--- config.mk ---
export PLATFORM = sky130hd
export DESIGN_NAME = k2_prog_loader
export DESIGN_NICKNAME = d
export VERILOG_FILES = /design/src/rtl/k2_prog_loader.sv
export SDC_FILE = /design/constraint.sdc
export NUM_CORES = 1
export LEC_CHECK = 0
export BUFFER_PORTS_ARGS = -buffer_cell sky130_fd_sc_hd__buf_2
export CORE_MARGIN = 1.5
export CORE_UTILIZATION = 45
export CTS_CLUSTER_DIAMETER = 50
export DETAILED_ROUTE_END_ITERATION = 12
export PLACE_DENSITY = 0.78
export SYNTH_ARGS = -nofsm -noshare
export SYNTH_HDL_FRONTEND = slang
export SYNTH_SLANG_ARGS = --single-unit
--- constraint.sdc ---
create_clock -name clk -period 2.05 [get_ports clk]
set_input_delay 0.3075 -clock clk [delete_from_list [all_inputs] [get_ports clk]]
set_output_delay 0.3075 -clock clk [all_outputs]
set_load 0.05 [all_outputs]
--- src/rtl/k2_prog_loader.sv ---
// k2_prog_loader: receives a LEN/payload/CSUM byte frame, writes the payload
// into the K2 program memory and releases the core once the checksum matches.
module k2_prog_loader #(
   parameter int DATA_W = 8,
   parameter int ADDR_W = 4,
   parameter int DEPTH  = 16
) (
   input  logic              clk,
   input  logic              reset,
   input  logic              start,
   input  logic [DATA_W-1:0] in_data,
   input  logic              in_valid,
   output logic              in_ready,
   output logic              pm_we,
   output logic [ADDR_W-1:0] pm_addr,
   output logic [DATA_W-1:0] pm_wdata,
   output logic              core_reset,
   output logic              busy,
   output logic              done,
   output logic              error
);

   typedef enum logic [2:0] {
      S_IDLE = 3'd0,
      S_LEN  = 3'd1,
      S_DATA = 3'd2,
      S_CSUM = 3'd3,
      S_RUN  = 3'd4,
      S_ERR  = 3'd5
   } state_t;

   state_t            state_q, state_d;
   // N-1 is stored so that a full DEPTH-entry frame fits the address width.
   logic [ADDR_W-1:0] lenm1_q, lenm1_d;
   logic [ADDR_W-1:0] addr_q, addr_d;
   logic [DATA_W-1:0] csum_q, csum_d;
   logic              pm_we_q, pm_we_d;
   logic [ADDR_W-1:0] pm_addr_q, pm_addr_d;
   logic [DATA_W-1:0] pm_wdata_q, pm_wdata_d;
   logic              in_ready_q, in_ready_d;
   logic              core_reset_q, core_reset_d;
   logic              busy_q, busy_d;
   logic              done_q, done_d;
   logic              error_q, error_d;
   logic              acc;

   // Next state, frame bookkeeping, and registered outputs decoded from next state.
   always_comb begin
      state_d    = state_q;
      lenm1_d    = lenm1_q;
      addr_d     = addr_q;
      csum_d     = csum_q;
      pm_we_d    = 1'b0;
      pm_addr_d  = pm_addr_q;
      pm_wdata_d = pm_wdata_q;
      acc        = in_valid && in_ready_q;

      if (start) begin
         // start always wins; any byte offered this cycle is dropped
         state_d = S_LEN;
         addr_d  = '0;
         csum_d  = '0;
      end else begin
         case (state_q)
            S_LEN: begin
               if (acc) begin
                  if (in_data == '0 || in_data > DATA_W'(DEPTH)) begin
                     state_d = S_ERR;
                  end else begin
                     lenm1_d = ADDR_W'(in_data - DATA_W'(1));
                     csum_d  = in_data;
                     addr_d  = '0;
                     state_d = S_DATA;
                  end
               end
            end
            S_DATA: begin
               if (acc) begin
                  pm_we_d    = 1'b1;
                  pm_addr_d  = addr_q;
                  pm_wdata_d = in_data;
                  csum_d     = csum_q ^ in_data;
                  addr_d     = addr_q + ADDR_W'(1);
                  if (addr_q == lenm1_q) state_d = S_CSUM;
               end
            end
            S_CSUM: begin
               if (acc) state_d = (in_data == csum_q) ? S_RUN : S_ERR;
            end
            S_IDLE, S_RUN, S_ERR: state_d = state_q;
            default: state_d = S_IDLE;
         endcase
      end

      busy_d       = (state_d == S_LEN) || (state_d == S_DATA) || (state_d == S_CSUM);
      in_ready_d   = busy_d;
      core_reset_d = (state_d == S_RUN);
      done_d       = (state_d == S_RUN);
      error_d      = (state_d == S_ERR);
   end

   // State and output registers; reset drops everything to idle immediately.
   always_ff @(posedge clk or negedge reset) begin
      if (!reset) begin
         state_q      <= S_IDLE;
         lenm1_q      <= '0;
         addr_q       <= '0;
         csum_q       <= '0;
         pm_we_q      <= 1'b0;
         pm_addr_q    <= '0;
         pm_wdata_q   <= '0;
         in_ready_q   <= 1'b0;
         core_reset_q <= 1'b0;
         busy_q       <= 1'b0;
         done_q       <= 1'b0;
         error_q      <= 1'b0;
      end else begin
         state_q      <= state_d;
         lenm1_q      <= lenm1_d;
         addr_q       <= addr_d;
         csum_q       <= csum_d;
         pm_we_q      <= pm_we_d;
         pm_addr_q    <= pm_addr_d;
         pm_wdata_q   <= pm_wdata_d;
         in_ready_q   <= in_ready_d;
         core_reset_q <= core_reset_d;
         busy_q       <= busy_d;
         done_q       <= done_d;
         error_q      <= error_d;
      end
   end

   assign in_ready   = in_ready_q;
   assign pm_we      = pm_we_q;
   assign pm_addr    = pm_addr_q;
   assign pm_wdata   = pm_wdata_q;
   assign core_reset = core_reset_q;
   assign busy       = busy_q;
   assign done       = done_q;
   assign error      = error_q;

endmodule

=== Word level (Yosys, flattened, before mapping) ===
Index checks and enable logic that the tools add are counted.
W data, S select, Z words.

* $lt $le $gt $ge: 1
* Reductions and logical operators: 11
* Equality and inequality tests: 15
* Muxes and demuxes: 21
* Bitwise operators: 3
* Add/sub/neg operators: 2

{| class="wikitable"
|+ Operators with widths
! operator !! number
|-
| $mux W8 || 4
|-
| $mux W3 || 6
|-
| $mux W4 || 4
|-
| $pmux W8 S2 || 1
|-
| $eq A3 B2 Y1 const B || 4
|-
| $eq A3 B3 Y1 const B || 4
|-
| $pmux W3 S4 || 1
|-
| $ne A3 B3 Y1 const B || 3
|-
| $eq A8 B8 Y1 || 1
|-
| $gt A8 B5 Y1 const B || 1
|-
| $logic_not A8 Y1 || 1
|-
| $pmux W4 S2 || 1
|-
| $reduce_and A4 Y1 || 2
|-
| $xor A8 B8 Y8 || 1
|-
| $eq A3 B1 Y1 const B || 2
|-
| $add A4 B1 Y4 const B || 1
|-
| $eq A4 B4 Y1 || 1
|-
| $mux W1 || 4
|-
| $sub A4 B1 Y4 const B || 1
|-
| $logic_not A3 Y1 || 1
|-
| $logic_or A1 B1 Y1 || 3
|-
| $reduce_and A3 Y1 || 1
|-
| $reduce_bool A3 Y1 || 1
|-
| $reduce_or A3 Y1 || 1
|-
| other kinds (2) || 3
|}

* Input port bits: 12
* Register bits: 35
* Output and inout port bits: 18

=== Depth between registers and ports, before layout ===
* Depth in word-level cells: 9
* Depth in mapped cells: 8
* Depth with buffers taken out: 7

=== Worst setup path after synthesis ===
Ideal clock, no wire load.

* Path type: register to register
* Start: register, netlist name busy
* End: register lenm1_q[2]
* Period minus slack after synthesis: 2.044 ns
* Required time: 1.931 ns
* Setup slack: 0.006 ns
* Library setup time: 0.119 ns
* Arrival time: 1.925 ns
* Stages on the path, launching flop included: 7
* Cell sequence: dfrtp_1 nand2_1 or2_2 or4_4 buf_6 nand2_1 o21ai_2

{| class="wikitable"
|+ RTL lines
! element !! line !! RTL
|-
| to (signal assigned) || 119 || <nowiki>lenm1_q <= lenm1_d;</nowiki>
|-
| to (decl) || 34 || <nowiki>logic [ADDR_W-1:0] lenm1_q, lenm1_d;</nowiki>
|}

=== Worst setup path in the final report ===
* Start: register state_q[0]
* End: register addr_q[2]

* Word-level cells in the longest chain between the ends: 3

{| class="wikitable"
|+ Ends and longest elaborated chain
! element !! line !! RTL
|-
| from (decl) || 32 || <nowiki>state_t state_q, state_d;</nowiki>
|-
| from (signal assigned) || 118 || <nowiki>state_q <= state_d;</nowiki>
|-
| $eq A3 B1 Y1 / $eq A3 B2 Y1 (equally long branches) || 64 || <nowiki>case (state_q)</nowiki>
|-
| $ne A3 B3 Y1 (no source line) (tied with other cells) || -- ||
|-
| $reduce_and A4 Y1 (no source line) / $mux W4 (equally long branches) || -- ||
|-
| to (signal assigned) || 120 || <nowiki>addr_q <= addr_d;</nowiki>
|-
| to (decl) || 35 || <nowiki>logic [ADDR_W-1:0] addr_q, addr_d;</nowiki>
|}

Several ways; a longest one is shown, not always the timed one.
A chain may end at the register's enable or synchronous reset.

==> impl_metrics.env <==
export IMPL_netSwitchingFraction_pct=28.8
export IMPL_port_buffers=29
export IMPL_cts_sinks=35
export IMPL_cts_buffer_depth=2
export IMPL_yosys_top_cells_area="dfrtp_1 (47%), mux2_2 (7.8%), o21ai_0 (5.1%), xor2_1 (4.2%), nand2_1 (3.4%)"
export IMPL_final_setup_viol_count=0
export IMPL_hold_slack_ns=0.0761
export IMPL_max_stage_delay_ns=0.46
export IMPL_hold_violations=0
export IMPL_gp_congestion=0.816
export IMPL_rsz0062_at_grt="no"
export IMPL_diodes=0
export IMPL_slowest_stage="or3b_1"
export IMPL_grt_antenna_before_repair=0
export IMPL_finalCriticalPeriod_ns=1.81
export IMPL_yosysTopAreaCell="dfrtp_1"
export IMPL_cts_hold_buf=0
export IMPL_clk_latency_ns=0.29
export IMPL_status="finished, final reports clean"
export IMPL_cts_setup_buffers=0
export IMPL_grt_pass1_vias=1345
export IMPL_grt_max_degree=36
export IMPL_rr_startpoint="state_q[0]$_DFF_PN0_"
export IMPL_required_ns=2.29
export IMPL_cts_resized=0
export IMPL_cp_num_cells=6
export IMPL_slew_violations=0
export IMPL_drt_wirelength_per_cell_um=14.0
export IMPL_routed_via_density=5.47
export IMPL_avgSynthCellArea_um2=10.7
export IMPL_ys_seq_area_share_pct=46.8
export IMPL_drc=0
export IMPL_detail_route_antenna_nets=0
export IMPL_path_class="reg2reg"
export IMPL_fill_cells=369
export IMPL_clockRootBuffer="clkbuf_8"
export IMPL_layout_area_overhead_vs_synth_pct=13.8
export IMPL_utilization_pct=53.3
export IMPL_drt_first_pass_iters=4
export IMPL_yosysWarnings=0
export IMPL_startpoint="state_q[0]$_DFF_PN0_"
export IMPL_dieArea_mm2=0.00456
export IMPL_track_usage_pct=17.4
export IMPL_final_cell_mix="dfrtp_1 (35), buf_2 (29), o21ai_0 (19)"
export IMPL_ys_types=41
export IMPL_p_comb_share_pct=14.9
export IMPL_p_seq_share_pct=51.3
export IMPL_crit_chain="or3b_1 > nor3_4 > buf_4 > inv_1 > o21ai_0 > o22a_1"
export IMPL_r2r_cells=6
export IMPL_die_w_um=67.5
export IMPL_ys_seq_elements=35
export IMPL_num_io_pins=30
export IMPL_setup_tns_ns=0
export IMPL_p_int_mw=1.03
export IMPL_routed_wl_um=3610
export IMPL_slew_limit_headroom_pct=50.1
export IMPL_crit_buf_inv=2
export IMPL_die_h_um=67.5
export IMPL_p_leak_nw=1.00
export IMPL_syn_area_mm2=0.00187
export IMPL_grt_overflow_total=0
export IMPL_cp_arrival_ns=2.05
export IMPL_cp_max_fo=14
export IMPL_final_common_cell="dfrtp_1"
export IMPL_layout_drive_gt1_share_pct=32.7
export IMPL_start_util_pct=46.8
export IMPL_first_iter_violations=69
export IMPL_final_nets=221
export IMPL_reg2reg_setup_slack_ns=0.24
export IMPL_p_sw_uw=417
export IMPL_clk_pin_slew_ns=0.07
export IMPL_place_inst=250
export IMPL_dp_hpwl_um=2570
export IMPL_synth_top_area_share_pct=46.8
export IMPL_worstSetupStartpointType="flip-flop"
export IMPL_grt_pass1_wl_um=5850
export IMPL_hp_class="in2async"
export IMPL_p_clk_share_pct=33.8
export IMPL_vdd_drop_max_uv=297
export IMPL_worst_pin_slew_ns=0.749
export IMPL_syn_inst=175
export IMPL_drv_cap=0
export IMPL_finalCritPeriodShare_pct=88.4
export IMPL_cp_end_kind="flip-flop"
export IMPL_crit_family="simple AND/OR/NAND/NOR gates"
export IMPL_htreeDepth=2
export IMPL_syn_nets=189
export IMPL_power_density_mw_per_mm2=679
export IMPL_fin_worst_skew_ns=0.00774
export IMPL_numCtsBuffers=5
export IMPL_vias=1410
export IMPL_cts_tree="yes"
export IMPL_reg2reg_to="addr_q[2]$_DFFE_PN0P_"
export IMPL_core_area_mm2=0.00400
export IMPL_fmax_mhz=552
export IMPL_row_count=23
export IMPL_crit_end="addr_q[2]$_DFFE_PN0P_"
export IMPL_instances_no_fill=258
==> layout make-up <==
cell class | instances | area [um2] | share of cell area [%]
clock inverter | 2 | 12.5 | 0.587
tap | 50 | 62.6 | 2.94
sequential | 35 | 876 | 41.1
multi-input combinational | 124 | 895 | 42.0
timing repair buffer | 35 | 190 | 8.93
inverter | 6 | 22.5 | 1.06
clock buffer | 6 | 72.6 | 3.41
==> synth_stat cells <==
master	n
nor4b_2	1
a22o_1	2
nand3b_1	1
nand2_1	17
mux2_2	13
a31oi_1	2
nand3_1	2
dfrtp_1	35
ha_1	2
nor3_1	4
nand4_1	8
o211ai_1	1
xnor2_1	6
nor3b_1	2
or3_1	1
nor4_4	1
buf_8	1
o21ai_0	19
buf_2	1
or4_4	1
inv_1	6
a21oi_1	10
buf_6	3
xor2_1	9
or3b_1	1
nand2b_1	2
nor4_1	1
o21ai_2	5
nor3b_2	1
a211o_1	1
and2_1	2
buf_4	2
clkbuf_1	3
and3b_1	1
o22a_1	1
mux2i_2	1
or2_2	1
a311oi_2	1
nor2_1	2
nor3_4	1
o21a_1	1
==> power by group through the flow <==
stage | sequential, mW | clock (mW) | combinational [mW]
after CTS | 0.742 | 0.498 | 0.217
final | 0.742 | 0.489 | 0.216
after global placement | 0.754 | 0 | 0.212
after floorplan | 0.772 | 0 | 0.133
after global routing | 0.745 | 0.529 | 0.238
after detailed placement | 0.755 | 0 | 0.217
==> state kept, by name (all words and copies together), names as in the netlist <==
register,count
pm_wdata,8
pm_we,1
lenm1_q,4
pm_addr,4
error,1
csum_q,8
done,1
addr_q,4
busy,1
state_q,3
==> metal layers <==
layer	part of all wire [%]	global-route usage [%]	vias up
li1	-	-	687
met1	46	21.2	697
met2	50	28.8	18
met3	2.0	3.17	8
met4	2.1	9.69	0
met5	0	0	-
==> cells by family after synthesis <==
kind of cell / share of synthesized area, %
fa+ha+maj: 1.34
simple gates: 16.6
buf+inv: 5.48
compound gates: 14.2
mux: 8.55
flops: 46.8
xor+xnor: 7.01
==> worst min path at each step <==
stage	start	to	slack, ns	cells after the start
6_report	reset	addr_q[2]$_DFFE_PN0P_	0.08	1
5_1_grt	reset	lenm1_q[3]$_DFFE_PN0P_	0.14	1
4_1_cts	reset	pm_addr[2]$_DFFE_PN0P_	0.10	1
3_5_place_dp	reset	pm_addr[0]$_DFFE_PN0P_	0.42	1
3_3_place_gp	reset	pm_addr[0]$_DFFE_PN0P_	0.42	1
2_1_floorplan	reset	addr_q[0]$_DFFE_PN0P_	0.01	0
==> per-stage QoR <==
stage	cell area, um2	power, mW	setup WS, ns
finish	2130	1.45	0.238
global route	2130	1.51	0.113
CTS	2130	1.46	0.229
detailed placement	2050	0.972	0.0968
global placement	2050	0.966	0.124
floorplan	1870	0.905	0.00591
No activity file was read; power rests on OpenSTA's default activity.
